<file path="config.mk">
export PLATFORM = sky130hd
export DESIGN_NAME = sdram_port_arb_flat
export DESIGN_NICKNAME = d
export VERILOG_FILES = /design/src/rtl/sdram_port_arb_if.sv /design/src/rtl/sdram_port_arb.sv /design/src/flat_wrapper.sv
export SDC_FILE = /design/constraint.sdc
export NUM_CORES = 1
export LEC_CHECK = 0
export ABC_AREA = 1
export CAP_MARGIN = 20
export CORE_MARGIN = 3
export CORE_UTILIZATION = 28
export DETAILED_ROUTE_END_ITERATION = 8
export DONT_BUFFER_PORTS = 1
export GPL_ROUTABILITY_DRIVEN = 1
export PLACE_DENSITY = 0.47
export SETUP_SLACK_MARGIN = 0.5
export SKIP_LAST_GASP = 1
export SYNTH_ARGS = -nofsm -noshare
export SYNTH_HDL_FRONTEND = slang
export SYNTH_SLANG_ARGS = --single-unit
</file>
<file path="constraint.sdc">
create_clock -name sys_clk -period 2.99 [get_ports sys_clk]
set_input_delay 0.299 -clock sys_clk [delete_from_list [all_inputs] [get_ports sys_clk]]
set_output_delay 0.299 -clock sys_clk [all_outputs]
set_load 0.01 [all_outputs]
</file>
<file path="src/rtl/sdram_port_arb_if.sv">
// Bundle between sdram_port_arb, the four per-port FIFO requesters and sdram_ctrl.
//   master : the arbiter view (drives controller requests, per-port acks, status)
//   slave  : the environment view (requesters plus controller)
// Port slots are packed LSB-first: port p occupies [W*p +: W] of each vector.
interface sdram_port_arb_if;
  localparam int unsigned N_PORTS = 4;
  localparam int unsigned ADDR_W  = 24;
  localparam int unsigned LEN_W   = 10;
  localparam int unsigned DATA_W  = 16;

  logic                          init_end;
  logic [N_PORTS-1:0]            p_wr_req;
  logic [N_PORTS*ADDR_W-1:0]     p_wr_addr;
  logic [N_PORTS*LEN_W-1:0]      p_wr_len;
  logic [N_PORTS*DATA_W-1:0]     p_wr_data;
  logic [N_PORTS-1:0]            p_wr_ack;
  logic [N_PORTS-1:0]            p_rd_req;
  logic [N_PORTS*ADDR_W-1:0]     p_rd_addr;
  logic [N_PORTS*LEN_W-1:0]      p_rd_len;
  logic [N_PORTS-1:0]            p_rd_ack;
  logic [DATA_W-1:0]             p_rd_data;
  logic                          sdram_wr_req;
  logic [ADDR_W-1:0]             sdram_wr_addr;
  logic [LEN_W-1:0]              wr_burst_len;
  logic [DATA_W-1:0]             sdram_data_in;
  logic                          sdram_wr_ack;
  logic                          sdram_rd_req;
  logic [ADDR_W-1:0]             sdram_rd_addr;
  logic [LEN_W-1:0]              rd_burst_len;
  logic [DATA_W-1:0]             sdram_data_out;
  logic                          sdram_rd_ack;
  logic [2:0]                    grant_id;
  logic                          busy;
  logic                          to_err;

  modport master (
    input  init_end,
    input  p_wr_req, p_wr_addr, p_wr_len, p_wr_data,
    output p_wr_ack,
    input  p_rd_req, p_rd_addr, p_rd_len,
    output p_rd_ack, p_rd_data,
    output sdram_wr_req, sdram_wr_addr, wr_burst_len, sdram_data_in,
    input  sdram_wr_ack,
    output sdram_rd_req, sdram_rd_addr, rd_burst_len,
    input  sdram_data_out, sdram_rd_ack,
    output grant_id, busy, to_err
  );

  modport slave (
    output init_end,
    output p_wr_req, p_wr_addr, p_wr_len, p_wr_data,
    input  p_wr_ack,
    output p_rd_req, p_rd_addr, p_rd_len,
    input  p_rd_ack, p_rd_data,
    input  sdram_wr_req, sdram_wr_addr, wr_burst_len, sdram_data_in,
    output sdram_wr_ack,
    input  sdram_rd_req, sdram_rd_addr, rd_burst_len,
    output sdram_data_out, sdram_rd_ack,
    input  grant_id, busy, to_err
  );
endinterface

</file>
<file path="src/rtl/sdram_port_arb.sv">
// Four-port round-robin burst scheduler in front of sdram_ctrl.
// Eight request slots (2p = write port p, 2p+1 = read port p) share the single
// controller write and read ports; one burst is granted at a time.
// Ports:
//   sys_clk  : system clock
//   sys_rst  : synchronous active-high reset
//   bus      : sdram_port_arb_if.master (requesters, controller, status)
// Registered: controller requests/addr/len, grant_id, busy, to_err.
// Combinational: per-port acks, sdram_data_in mux, p_rd_data pass-through.
module sdram_port_arb #(
  parameter int unsigned TO_CYCLES = 2048
) (
  input  logic               sys_clk,
  input  logic               sys_rst,
  sdram_port_arb_if.master   bus
);

  localparam int unsigned N_PORTS = 4;
  localparam int unsigned N_SLOTS = 2 * N_PORTS;
  localparam int unsigned ADDR_W  = 24;
  localparam int unsigned LEN_W   = 10;
  localparam int unsigned DATA_W  = 16;
  localparam int unsigned CNT_W   = 12;
  localparam logic [CNT_W-1:0] TO_LAST = CNT_W'(TO_CYCLES - 1);

  typedef enum logic [1:0] {
    IDLE = 2'd0,
    REQ  = 2'd1,
    XFER = 2'd2,
    DONE = 2'd3
  } state_t;

  state_t             state;
  logic [2:0]         ptr;
  logic [CNT_W-1:0]   cnt;

  logic [N_SLOTS-1:0] eligible;
  logic               found;
  logic [2:0]         winner;
  logic [2:0]         cand;
  logic               ack_match;
  logic               in_burst;

  logic [ADDR_W-1:0]  wr_addr_a [N_PORTS];
  logic [ADDR_W-1:0]  rd_addr_a [N_PORTS];
  logic [LEN_W-1:0]   wr_len_a  [N_PORTS];
  logic [LEN_W-1:0]   rd_len_a  [N_PORTS];
  logic [DATA_W-1:0]  wr_data_a [N_PORTS];

  // Unpack per-port fields and derive slot eligibility (req high, len nonzero).
  for (genvar p = 0; p < N_PORTS; p++) begin : g_port
    assign wr_addr_a[p]     = bus.p_wr_addr[ADDR_W*p +: ADDR_W];
    assign rd_addr_a[p]     = bus.p_rd_addr[ADDR_W*p +: ADDR_W];
    assign wr_len_a[p]      = bus.p_wr_len[LEN_W*p +: LEN_W];
    assign rd_len_a[p]      = bus.p_rd_len[LEN_W*p +: LEN_W];
    assign wr_data_a[p]     = bus.p_wr_data[DATA_W*p +: DATA_W];
    assign eligible[2*p]    = bus.p_wr_req[p] && (wr_len_a[p] != '0);
    assign eligible[2*p+1]  = bus.p_rd_req[p] && (rd_len_a[p] != '0);
  end

  // Round-robin search starting just after the last served slot; the
  // eighth candidate wraps back onto ptr itself so a lone requester still wins.
  always_comb begin
    found  = 1'b0;
    winner = '0;
    cand   = '0;
    for (int i = 1; i <= int'(N_SLOTS); i++) begin
      cand = ptr + 3'(i);
      if (!found && eligible[cand]) begin
        found  = 1'b1;
        winner = cand;
      end
    end
  end

  assign in_burst  = (state == REQ) || (state == XFER);
  assign ack_match = bus.grant_id[0] ? bus.sdram_rd_ack : bus.sdram_wr_ack;

  // Forward controller acks only to the granted port while a burst is live.
  always_comb begin
    bus.p_wr_ack = '0;
    bus.p_rd_ack = '0;
    if (in_burst) begin
      if (bus.grant_id[0]) bus.p_rd_ack[bus.grant_id[2:1]] = bus.sdram_rd_ack;
      else                 bus.p_wr_ack[bus.grant_id[2:1]] = bus.sdram_wr_ack;
    end
  end

  // Write data follows the granted port; read data is broadcast.
  assign bus.sdram_data_in = wr_data_a[bus.grant_id[2:1]];
  assign bus.p_rd_data     = bus.sdram_data_out;

  // Scheduler state and registered outputs.
  always_ff @(posedge sys_clk) begin
    if (sys_rst) begin
      state             <= IDLE;
      ptr               <= 3'd7;
      cnt               <= '0;
      bus.grant_id      <= '0;
      bus.busy          <= 1'b0;
      bus.to_err        <= 1'b0;
      bus.sdram_wr_req  <= 1'b0;
      bus.sdram_wr_addr <= '0;
      bus.wr_burst_len  <= '0;
      bus.sdram_rd_req  <= 1'b0;
      bus.sdram_rd_addr <= '0;
      bus.rd_burst_len  <= '0;
    end else begin
      bus.to_err <= 1'b0;
      case (state)
        IDLE: begin
          if (bus.init_end && found) begin
            state        <= REQ;
            bus.busy     <= 1'b1;
            bus.grant_id <= winner;
            cnt          <= '0;
            if (winner[0]) begin
              bus.sdram_rd_req  <= 1'b1;
              bus.sdram_rd_addr <= rd_addr_a[winner[2:1]];
              bus.rd_burst_len  <= rd_len_a[winner[2:1]];
            end else begin
              bus.sdram_wr_req  <= 1'b1;
              bus.sdram_wr_addr <= wr_addr_a[winner[2:1]];
              bus.wr_burst_len  <= wr_len_a[winner[2:1]];
            end
          end
        end
        REQ: begin
          cnt <= cnt + CNT_W'(1);
          if (ack_match) begin
            state            <= XFER;
            bus.sdram_wr_req <= 1'b0;
            bus.sdram_rd_req <= 1'b0;
          end else if (cnt == TO_LAST) begin
            // Controller never answered: abandon the burst.
            state            <= DONE;
            bus.to_err       <= 1'b1;
            bus.sdram_wr_req <= 1'b0;
            bus.sdram_rd_req <= 1'b0;
          end
        end
        XFER: begin
          if (!ack_match) state <= DONE;
        end
        DONE: begin
          // Recording the served slot pushes it to the back of the rotation.
          state    <= IDLE;
          ptr      <= bus.grant_id;
          cnt      <= '0;
          bus.busy <= 1'b0;
        end
        default: state <= IDLE;
      endcase
    end
  end

endmodule
</file>
<file path="src/flat_wrapper.sv">
// flat-port wrapper written by rule: the top's interface ports become plain ports
module sdram_port_arb_flat 
#(
  parameter int unsigned TO_CYCLES = 2048
)
  (sys_clk, sys_rst, bus_init_end, bus_p_wr_req, bus_p_wr_addr, bus_p_wr_len, bus_p_wr_data, bus_p_wr_ack, bus_p_rd_req, bus_p_rd_addr, bus_p_rd_len, bus_p_rd_ack, bus_p_rd_data, bus_sdram_wr_req, bus_sdram_wr_addr, bus_wr_burst_len, bus_sdram_data_in, bus_sdram_wr_ack, bus_sdram_rd_req, bus_sdram_rd_addr, bus_rd_burst_len, bus_sdram_data_out, bus_sdram_rd_ack, bus_grant_id, bus_busy, bus_to_err);
  sdram_port_arb_if bus_i ();
  input  logic sys_clk;
  input  logic sys_rst;
  input wire logic [$bits(bus_i.init_end)-1:0] bus_init_end;
  input wire logic [$bits(bus_i.p_wr_req)-1:0] bus_p_wr_req;
  input wire logic [$bits(bus_i.p_wr_addr)-1:0] bus_p_wr_addr;
  input wire logic [$bits(bus_i.p_wr_len)-1:0] bus_p_wr_len;
  input wire logic [$bits(bus_i.p_wr_data)-1:0] bus_p_wr_data;
  output wire logic [$bits(bus_i.p_wr_ack)-1:0] bus_p_wr_ack;
  input wire logic [$bits(bus_i.p_rd_req)-1:0] bus_p_rd_req;
  input wire logic [$bits(bus_i.p_rd_addr)-1:0] bus_p_rd_addr;
  input wire logic [$bits(bus_i.p_rd_len)-1:0] bus_p_rd_len;
  output wire logic [$bits(bus_i.p_rd_ack)-1:0] bus_p_rd_ack;
  output wire logic [$bits(bus_i.p_rd_data)-1:0] bus_p_rd_data;
  output wire logic [$bits(bus_i.sdram_wr_req)-1:0] bus_sdram_wr_req;
  output wire logic [$bits(bus_i.sdram_wr_addr)-1:0] bus_sdram_wr_addr;
  output wire logic [$bits(bus_i.wr_burst_len)-1:0] bus_wr_burst_len;
  output wire logic [$bits(bus_i.sdram_data_in)-1:0] bus_sdram_data_in;
  input wire logic [$bits(bus_i.sdram_wr_ack)-1:0] bus_sdram_wr_ack;
  output wire logic [$bits(bus_i.sdram_rd_req)-1:0] bus_sdram_rd_req;
  output wire logic [$bits(bus_i.sdram_rd_addr)-1:0] bus_sdram_rd_addr;
  output wire logic [$bits(bus_i.rd_burst_len)-1:0] bus_rd_burst_len;
  input wire logic [$bits(bus_i.sdram_data_out)-1:0] bus_sdram_data_out;
  input wire logic [$bits(bus_i.sdram_rd_ack)-1:0] bus_sdram_rd_ack;
  output wire logic [$bits(bus_i.grant_id)-1:0] bus_grant_id;
  output wire logic [$bits(bus_i.busy)-1:0] bus_busy;
  output wire logic [$bits(bus_i.to_err)-1:0] bus_to_err;
  assign bus_i.init_end = bus_init_end;
  assign bus_i.p_wr_req = bus_p_wr_req;
  assign bus_i.p_wr_addr = bus_p_wr_addr;
  assign bus_i.p_wr_len = bus_p_wr_len;
  assign bus_i.p_wr_data = bus_p_wr_data;
  assign bus_p_wr_ack = bus_i.p_wr_ack;
  assign bus_i.p_rd_req = bus_p_rd_req;
  assign bus_i.p_rd_addr = bus_p_rd_addr;
  assign bus_i.p_rd_len = bus_p_rd_len;
  assign bus_p_rd_ack = bus_i.p_rd_ack;
  assign bus_p_rd_data = bus_i.p_rd_data;
  assign bus_sdram_wr_req = bus_i.sdram_wr_req;
  assign bus_sdram_wr_addr = bus_i.sdram_wr_addr;
  assign bus_wr_burst_len = bus_i.wr_burst_len;
  assign bus_sdram_data_in = bus_i.sdram_data_in;
  assign bus_i.sdram_wr_ack = bus_sdram_wr_ack;
  assign bus_sdram_rd_req = bus_i.sdram_rd_req;
  assign bus_sdram_rd_addr = bus_i.sdram_rd_addr;
  assign bus_rd_burst_len = bus_i.rd_burst_len;
  assign bus_i.sdram_data_out = bus_sdram_data_out;
  assign bus_i.sdram_rd_ack = bus_sdram_rd_ack;
  assign bus_grant_id = bus_i.grant_id;
  assign bus_busy = bus_i.busy;
  assign bus_to_err = bus_i.to_err;
  sdram_port_arb #(.TO_CYCLES(TO_CYCLES)) u_core (.sys_clk(sys_clk), .sys_rst(sys_rst), .bus(bus_i));
endmodule
</file>
# ---- After elaboration in Yosys (flattened, before gate mapping)
# Cells that the tools add are included.
dict set report word_totals {
  input_bits 365
  register_bits 92
  output_inout_bits 115
}
dict set report classes {
  reduce_logical 46
  n_eq_ne 9
  n_bitwise 6
  add_sub_neg 8
  order_cmp 12
  n_mux 72
}
# cell count
set ops {}
lappend ops {{binary-select mux 24 bit (select 2 bit)} 2}
lappend ops {{2-to-1 mux 24 bit} 4}
lappend ops {{nonzero test 10 bit} 8}
lappend ops {{binary-select mux 10 bit (select 2 bit)} 2}
lappend ops {{2-to-1 mux 10 bit} 4}
lappend ops {{case mux 12 bit (3 select lines)} 1}
lappend ops {{binary-select mux 16 bit (select 2 bit)} 1}
lappend ops {{< comparator 3 x 4 -> 1 bit, second input constant} 8}
lappend ops {{2-to-1 mux 16 bit} 2}
lappend ops {{2-to-1 mux 1 bit} 26}
lappend ops {{binary-select mux 1 bit (select 3 bit)} 8}
lappend ops {{2-to-1 mux 3 bit} 8}
lappend ops {{logical AND 1 bit} 17}
lappend ops {{2-to-1 mux 4 bit} 4}
lappend ops {{adder 12 x 1 -> 12 bit, second input constant} 1}
lappend ops {{adder 3 bit, second input constant} 4}
lappend ops {{equality test 12 x 11 -> 1 bit, second input constant} 1}
lappend ops {{2-to-1 mux 12 bit} 1}
lappend ops {{AND reduction 3 bit} 3}
lappend ops {{bitwise AND 4 bit} 2}
lappend ops {{2-to-1 mux 2 bit} 4}
lappend ops {{case mux 2 bit (4 select lines)} 1}
lappend ops {{AND reduction 4 bit} 2}
lappend ops {{logical NOT 1 bit} 7}
lappend ops {{other kinds (20)} 32}

# ---- Logic depth before layout (Yosys ltp)
dict set report depth {
  word_depth 30
  depth_mapped 24
  depth_no_buf 22
}

# ---- Least setup slack after synthesis
# Ideal clock, no wire load.
dict set report synth_timing {
  path_kind {reg2reg}
  start {register u_core.ptr[0]}
  end {register u_core.bus.rd_burst_len[1]}
  t_arrival_ns 2.708
  n_path_buf 4
  setup_slack_ns 0.173
  period_less_slack_ns 2.817
  path_stages_with_launch 21
  cell_sequence {dfxtp_1 buf_4 inv_2 buf_6 ha_1 inv_1 nand3_1 nand3_2 nand2_2 nor2_8 nand4_4 nor2_8 nand3_2 nor2_1 a21oi_4 buf_4 buf_4 nand3_1 nand3_1 nand2_1 inv_1}
}
dict set report synth_via {
  elab_chain_cells 29
  word_cells_on_any_way 59
  cone_classes {add/sub: 7; mux: 35; bitwise: 1; reduce/logical: 16}
}
# item line
set synth_rtl {}
lappend synth_rtl {{start: declaration} sdram_port_arb.sv:34} ;# logic [2:0] ptr;
lappend synth_rtl {{start signal: assignment} sdram_port_arb.sv:148} ;# ptr <= bus.grant_id;
lappend synth_rtl {{adder 3 x 1 -> 3 bit} sdram_port_arb.sv:68} ;# cand = ptr + 3'(i);
lappend synth_rtl {{binary-select mux 1 bit (select 3 bit)} sdram_port_arb.sv:69} ;# if (!found && eligible[cand]) begin
lappend synth_rtl {{2-to-1 mux 1 bit (not written as such)} sdram_port_arb.sv:69}
lappend synth_rtl {{2-to-1 mux 1 bit} sdram_port_arb.sv:69}
lappend synth_rtl {{logical NOT 1 bit} sdram_port_arb.sv:69}
lappend synth_rtl {{logical AND 1 bit} sdram_port_arb.sv:69}
lappend synth_rtl {{2-to-1 mux 1 bit} sdram_port_arb.sv:69}
lappend synth_rtl {{logical NOT 1 bit} sdram_port_arb.sv:69}
lappend synth_rtl {{(+12 left out)} -}
lappend synth_rtl {{logical AND 1 bit} sdram_port_arb.sv:69}
lappend synth_rtl {{2-to-1 mux 1 bit} sdram_port_arb.sv:69}
lappend synth_rtl {{logical NOT 1 bit} sdram_port_arb.sv:69}
lappend synth_rtl {{logical AND 1 bit} sdram_port_arb.sv:69}
lappend synth_rtl {{2-to-1 mux 3 bit} sdram_port_arb.sv:69}
lappend synth_rtl {{NOT 2 -> 3 bit (not written as such)} sdram_port_arb.sv:120} ;# bus.rd_burst_len <= rd_len_a[winner[2:1]];
lappend synth_rtl {{binary-select mux 10 bit (select 2 bit)} sdram_port_arb.sv:120}
lappend synth_rtl {{2-to-1 mux 10 bit (not written as such) (2 in a row)} sdram_port_arb.sv:120}
lappend synth_rtl {{end signal: assignment} sdram_port_arb.sv:120}
lappend synth_rtl {{end: declaration} sdram_port_arb_if.sv:44} ;# output sdram_rd_req, sdram_rd_addr, rd_burst_len,
# Several ways; a longest one is shown, not always the timed one. The select of a mux whose other input is x is not followed.
# A chain may end at the register's enable or synchronous reset.

# ---- Worst setup path after layout
dict set report layout_timing {
  start {register u_core.ptr[1]}
  end {register u_core.bus.sdram_rd_addr[18]}
}
dict set report layout_via {
  elab_chain_cells 29
  word_cells_on_any_way 59
  cone_classes {add/sub: 7; mux: 35; bitwise: 1; reduce/logical: 16}
}
# item line
set layout_rtl {}
lappend layout_rtl {{adder 3 x 1 -> 3 bit} sdram_port_arb.sv:68}
lappend layout_rtl {{binary-select mux 1 bit (select 3 bit)} sdram_port_arb.sv:69}
lappend layout_rtl {{2-to-1 mux 1 bit (not written as such)} sdram_port_arb.sv:69}
lappend layout_rtl {{2-to-1 mux 1 bit} sdram_port_arb.sv:69}
lappend layout_rtl {{logical NOT 1 bit} sdram_port_arb.sv:69}
lappend layout_rtl {{logical AND 1 bit} sdram_port_arb.sv:69}
lappend layout_rtl {{2-to-1 mux 1 bit} sdram_port_arb.sv:69}
lappend layout_rtl {{logical NOT 1 bit} sdram_port_arb.sv:69}
lappend layout_rtl {{(+12 left out)} -}
lappend layout_rtl {{logical AND 1 bit} sdram_port_arb.sv:69}
lappend layout_rtl {{2-to-1 mux 1 bit} sdram_port_arb.sv:69}
lappend layout_rtl {{logical NOT 1 bit} sdram_port_arb.sv:69}
lappend layout_rtl {{logical AND 1 bit} sdram_port_arb.sv:69}
lappend layout_rtl {{2-to-1 mux 3 bit} sdram_port_arb.sv:69}
lappend layout_rtl {{NOT 2 -> 3 bit (not written as such)} sdram_port_arb.sv:119} ;# bus.sdram_rd_addr <= rd_addr_a[winner[2:1]];
lappend layout_rtl {{binary-select mux 24 bit (select 2 bit)} sdram_port_arb.sv:119}
lappend layout_rtl {{2-to-1 mux 24 bit (not written as such) (2 in a row)} sdram_port_arb.sv:119}
lappend layout_rtl {{end signal: assignment} sdram_port_arb.sv:119}
lappend layout_rtl {{end: declaration} sdram_port_arb_if.sv:44}
# Several ways; a longest one is shown, not always the timed one. The select of a mux whose other input is x is not followed.

==> impl_results.html <==
<table>
<tr><th>Metric</th><th>Value</th></tr>
<tr><th colspan="2">Layout</th></tr>
<tr><td>Fraction of layout instances using a drive strength above 1</td><td>between 20% and 30%</td></tr>
<tr><td>Area growth from synthesis to final layout</td><td>43.37%</td></tr>
<tr><td>Final Net Count</td><td>~2100</td></tr>
<tr><td>Non-filler instance count after layout</td><td>between 2000 and 2500</td></tr>
<tr><th colspan="2">Placement</th></tr>
<tr><td>Last weighted congestion value of the routability-driven placer</td><td>roughly 0.9</td></tr>
<tr><td>Count of input and output buffers</td><td>0</td></tr>
<tr><td>Post-placement cell count</td><td>2054</td></tr>
<tr><td>Placed wire-length estimate</td><td>29.25 mm</td></tr>
<tr><th colspan="2">Logic synthesis</th></tr>
<tr><td>Most used standard cells in the synthesized netlist</td><td>445 x sky130_fd_sc_hd__inv_1, 425 x sky130_fd_sc_hd__nand3_1, 318 x sky130_fd_sc_hd__nand2_1</td></tr>
<tr><td>Cell area after synthesis</td><td>approximately 0.009 mm2</td></tr>
<tr><td>Number of instances in the synthesized netlist</td><td>1660</td></tr>
<tr><td>Adder and majority gate portion of the synthesized area</td><td>under 10%</td></tr>
<tr><td>Number of flops mapped to enable cells by yosys</td><td>0</td></tr>
<tr><td>Post-synth ARST share</td><td>0%</td></tr>
<tr><td>Dominant cell by count in the synthesized netlist</td><td>sky130_fd_sc_hd__inv_1</td></tr>
<tr><td>Compound-cell area share of the yosys netlist</td><td>under 10%</td></tr>
<tr><td>Yosys reg bits</td><td>92</td></tr>
<tr><td>Sequential fraction of the synthesis area</td><td>around a fifth</td></tr>
<tr><td>Cell taking the most area after synthesis</td><td>sky130_fd_sc_hd__nand3_1</td></tr>
<tr><td>Main synth FF type</td><td>sky130_fd_sc_hd__dfxtp_1</td></tr>
<tr><td>Unique cell type count in the Yosys netlist</td><td>slightly above 40</td></tr>
<tr><td>Dominant combinational cell family by area after synthesis</td><td>simple AND/OR/NAND/NOR gates</td></tr>
<tr><td>Post-synthesis share of cell area spent on and, or, nand and nor gates</td><td>44.73%</td></tr>
<tr><td>Mean area per synthesized cell</td><td>about 5.5 um2</td></tr>
<tr><td>Multiplexer share of the synthesized area</td><td>0%</td></tr>
<tr><td>Synth top area share</td><td>23.32%</td></tr>
<tr><td>Xor-xnor portion of the synthesized cell area</td><td>less than 1%</td></tr>
<tr><td>Dominant cells by area after synthesis</td><td>sky130_fd_sc_hd__nand3_1 23%, sky130_fd_sc_hd__dfxtp_1 20%, sky130_fd_sc_hd__inv_1 18%</td></tr>
<tr><td>Post-synthesis net count</td><td>between 2000 and 2500</td></tr>
<tr><td>Synthesis warning total</td><td>0</td></tr>
<tr><th colspan="2">Timing</th></tr>
<tr><td>Setup repair after global routing missed its margin</td><td>yes</td></tr>
<tr><td>Aggregate negative setup slack</td><td>0 ns</td></tr>
<tr><td>Time the final worst path needs with I/O delays and setup</td><td>2.785 ns</td></tr>
<tr><td>Max Transition Viols Final</td><td>0</td></tr>
<tr><td>Final setup viols</td><td>0</td></tr>
<tr><td>FMAX</td><td>0.3590 GHz</td></tr>
<tr><td>Number of hold-slack violations in the final timing report</td><td>0</td></tr>
<tr><td>Rel. slew slack</td><td>51.66%</td></tr>
<tr><td>Slew at the pin with the worst max-slew slack</td><td>approximately 0.72 ns</td></tr>
<tr><td>Worst-case clock skew</td><td>roughly 0.012 ns</td></tr>
<tr><td>Final worst path period share</td><td>93.15%</td></tr>
<tr><th colspan="2">Drt</th></tr>
<tr><td>DRC violations left</td><td>0</td></tr>
<tr><td>Vias</td><td>roughly 11000</td></tr>
<tr><td>Average vias per placed instance</td><td>between 5 and 6</td></tr>
<tr><td>Length of the first detailed-routing pass in iterations</td><td>5</td></tr>
<tr><td>Mean routed wirelength per cell</td><td>20.35 um</td></tr>
<tr><td>Initial DRC count</td><td>about 780</td></tr>
<tr><td>Post-route antenna net violation count</td><td>0</td></tr>
<tr><td>Post-detailed-routing wire length</td><td>between 40 and 50 mm</td></tr>
<tr><th colspan="2">Floorplan</th></tr>
<tr><td>Initial cell density of the core</td><td>roughly 29%</td></tr>
<tr><td>Row count</td><td>65</td></tr>
<tr><td>Die Area</td><td>0.03478 mm2</td></tr>
<tr><td>Core box area</td><td>roughly 0.032 mm2</td></tr>
<tr><td>Horizontal extent of the die</td><td>around 190 um</td></tr>
<tr><td>Height of the die</td><td>186.5 um</td></tr>
<tr><td>I/O pin total</td><td>480</td></tr>
<tr><th colspan="2">Setup path</th></tr>
<tr><td>Highest fanout seen on the critical path</td><td>7</td></tr>
<tr><td>Destination of the worst register-to-register timing path</td><td>u_core.bus.sdram_rd_addr[18]$_SDFFE_PP0P_</td></tr>
<tr><td>Worst Setup Start Kind</td><td>register</td></tr>
<tr><td>WP data required</td><td>between 3 and 4 ns</td></tr>
<tr><td>Arrival time worst endpoint</td><td>about 3 ns</td></tr>
<tr><td>Cells on worst reg2reg path</td><td>22</td></tr>
<tr><td>Sort of element at the end of the critical path</td><td>register</td></tr>
<tr><td>Kind of critical path</td><td>register to register</td></tr>
<tr><td>Worst-case register-to-register setup slack</td><td>between 0.2 and 0.25 ns</td></tr>
<tr><td>Worst r2r src</td><td>u_core.ptr[1]$_SDFFE_PP1P_</td></tr>
<tr><th colspan="2">Clocking</th></tr>
<tr><td>Reg clk slew, reported paths</td><td>approximately 0.080 ns</td></tr>
<tr><td>Total number of clock tree sinks</td><td>slightly above 90</td></tr>
<tr><td>Library cell used as clock root buffer</td><td>sky130_fd_sc_hd__clkbuf_16</td></tr>
<tr><td>Maximum root-to-sink buffer count</td><td>2</td></tr>
<tr><td>Count of hold buffers inserted by post-cts repair</td><td>0</td></tr>
<tr><td>Clock insertion delay at the later pin of the skew report</td><td>approximately 0.36 ns</td></tr>
<tr><td>CTS Buf Count</td><td>9</td></tr>
<tr><td>CTS H-Tree Depth</td><td>3</td></tr>
<tr><td>Clock tree from TritonCTS</td><td>yes</td></tr>
<tr><th colspan="2">Pwr</th></tr>
<tr><td>VDD IR max</td><td>608.0 uV</td></tr>
<tr><td>Static Leakage</td><td>between 6 and 7 nW</td></tr>
<tr><td>PwrDens</td><td>approximately 1400 mW/mm2</td></tr>
<tr><th colspan="2">Run</th></tr>
<tr><td>Count of max-cap constraint violations</td><td>0</td></tr>
<tr><th colspan="2">Hold path</th></tr>
<tr><td>Class of the worst hold path</td><td>input port to register</td></tr>
<tr><td>Cells on Worst Hold Path</td><td>1</td></tr>
<tr><td>Hold Crit Endpoint</td><td>u_core.cnt[10]$_SDFFE_PP0P_</td></tr>
<tr><td>Hold Startpoint</td><td>sys_rst</td></tr>
<tr><th colspan="2">Global routing</th></tr>
<tr><td>Number of global-route vias before repair</td><td>roughly 10000</td></tr>
<tr><td>Global-route total usage across every layer</td><td>between 20% and 30%</td></tr>
<tr><td>Initial antenna violation count</td><td>4</td></tr>
<tr><td>Congestion Overflow GR</td><td>0</td></tr>
<tr><td>First-pass GRT wire length</td><td>~60 mm</td></tr>
<tr><td>Largest net degree at the start of global routing</td><td>80</td></tr>
<tr><th colspan="2">Outcome</th></tr>
<tr><td>Outcome</td><td>finished, final reports clean</td></tr>
</table>
registers in the layout (all words and copies together) (netlist names):
register and count:
u_core.bus.sdram_rd_addr 24, u_core.bus.sdram_wr_addr 24, u_core.cnt 12, u_core.bus.rd_burst_len 10, u_core.bus.wr_burst_len 10, u_core.bus.grant_id 3, u_core.ptr 3, u_core.state 2
u_core.bus.busy 1, u_core.bus.sdram_rd_req 1, u_core.bus.sdram_wr_req 1, u_core.bus.to_err 1
timing repair:
action | in CTS | in global routing
cloned | 14 | 27
hold endpoints to repair | 0 | 0
setup endpoints to repair | 104 | 88
setup buffers | 32 | 16
pin swaps | 37 | 57
resized for setup | 126 | 200
critical path, stage by stage, from the launching register on:
cell and delay [ns]:
sky130_fd_sc_hd__dfxtp_4 0.37, sky130_fd_sc_hd__inv_4 0.04, sky130_fd_sc_hd__ha_4 0.30, sky130_fd_sc_hd__inv_6 0.11, sky130_fd_sc_hd__nand3_2 0.09, sky130_fd_sc_hd__nand2_2 0.09
sky130_fd_sc_hd__nand2_2 0.06, sky130_fd_sc_hd__nand2_4 0.12, sky130_fd_sc_hd__nand3_4 0.09, sky130_fd_sc_hd__nor2_4 0.15, sky130_fd_sc_hd__nand4_1 0.12, sky130_fd_sc_hd__nand3_2 0.14
sky130_fd_sc_hd__buf_6 0.12, sky130_fd_sc_hd__inv_6 0.03, sky130_fd_sc_hd__nand2_8 0.09, sky130_fd_sc_hd__buf_12 0.16, sky130_fd_sc_hd__buf_4 0.13, sky130_fd_sc_hd__buf_8 0.14
sky130_fd_sc_hd__nand3_1 0.08, sky130_fd_sc_hd__nand3_1 0.08, sky130_fd_sc_hd__nand3_1 0.08, sky130_fd_sc_hd__nand2_1 0.06, sky130_fd_sc_hd__inv_1 0.04
area by class of cell:
cell class	count	area, um2
Fill cell	3333	18720
Multi-Input combinational cell	1003	6225
Tap cell	435	544.3
Timing Repair Buffer	157	2387
Clock inverter	5	83.83
Sequential cell	92	1853
Clock buffer	11	242.7
Inverter	456	1735
Antenna cell	3	7.507
report_power, final:
group,switching [mW],leakage (nW),internal (mW)
Clock,0.567,0.158,0.763
Combinational,7.93,5.82,7.01
Sequential,0.668,0.753,1.70
worst max path at each step:
| stage | from | endpoint | cells past startpoint |
|---|---|---|---|
| final | u_core.ptr[1]$_SDFFE_PP1P_ | u_core.bus.sdram_rd_addr[18]$_SDFFE_PP0P_ | 22 |
| after detailed placement | bus_p_rd_len[39] | u_core.bus.sdram_wr_addr[3]$_SDFFE_PP0P_ | 20 |
| after floorplan | u_core.ptr[0]$_SDFFE_PP1P_ | u_core.bus.sdram_rd_addr[10]$_SDFFE_PP0P_ | 21 |
| after global routing | u_core.ptr[1]$_SDFFE_PP1P_ | u_core.bus.sdram_wr_addr[2]$_SDFFE_PP0P_ | 21 |
| after global placement | bus_p_wr_len[20] | u_core.bus.sdram_wr_addr[3]$_SDFFE_PP0P_ | 20 |
| after CTS | u_core.ptr[0]$_SDFFE_PP1P_ | u_core.bus.sdram_wr_addr[11]$_SDFFE_PP0P_ | 21 |
placed cells by master (no fill, tap or decap), types with 8 or more instances in the layout:
master	netlist	layout
sky130_fd_sc_hd__buf_4	29	67
sky130_fd_sc_hd__nor3_1	19	18
sky130_fd_sc_hd__buf_12	0	27
sky130_fd_sc_hd__nand3_2	21	126
sky130_fd_sc_hd__buf_16	0	17
sky130_fd_sc_hd__inv_1	445	440
sky130_fd_sc_hd__a22oi_1	15	15
sky130_fd_sc_hd__nand2_2	8	48
sky130_fd_sc_hd__nand3_4	1	28
sky130_fd_sc_hd__a21oi_1	85	81
sky130_fd_sc_hd__clkbuf_16	0	30
sky130_fd_sc_hd__nor2_1	51	46
sky130_fd_sc_hd__nand4_1	8	8
sky130_fd_sc_hd__nand3_1	425	293
sky130_fd_sc_hd__nand2_1	318	254
sky130_fd_sc_hd__dfxtp_1	92	89
sky130_fd_sc_hd__nand2_4	2	25
sky130_fd_sc_hd__inv_2	8	8
sky130_fd_sc_hd__o21ai_0	13	9
sky130_fd_sc_hd__buf_6	6	16
per-layer routing:
metal | vias to the layer above | routed length, um | part of all wire, % | GRT usage (%)
li1 | 5243 | - | - | -
met1 | 5113 | 17150 | 39 | 25.23
met2 | 578 | 21340 | 49 | 39.37
met3 | 97 | 3878 | 8.8 | 5.937
met4 | 0 | 1628 | 3.7 | 7.240
met5 | - | 0 | 0 | 0
metrics by stage:
step | area [um2] | util [%] | setup slack (ns) | power, mW | hold WS, ns
2_1_floorplan | 9286 | - | 0.4409 | 8.329 | 0.4684
3_3_place_gp | 9867 | 31.03 | -0.1236 | 10.50 | 0.3997
3_5_place_dp | 9867 | 31.03 | -0.1316 | 10.54 | 0.4047
4_1_cts | 11440 | 35.98 | 0.2709 | 14.80 | 0.006039
5_1_grt | 13080 | 41.12 | 0.04219 | 19.80 | 0.02945
6_report | 13080 | 41.13 | 0.2047 | 18.64 | 0.07622
kinds of logic (layout without fill, tap and decap cells):
kind of cell | count (synthesis) | count (layout)
AO/OA/AOI/OAI | 123 | 123
XOR/XNOR | 7 | 7
adder cells (fa/ha/maj) | 9 | 9
buffers and inverters | 565 | 629
flip-flops | 92 | 92
other | 0 | 3
AND/OR/NAND/NOR | 864 | 864
No activity file was read; power rests on OpenSTA's default activity.
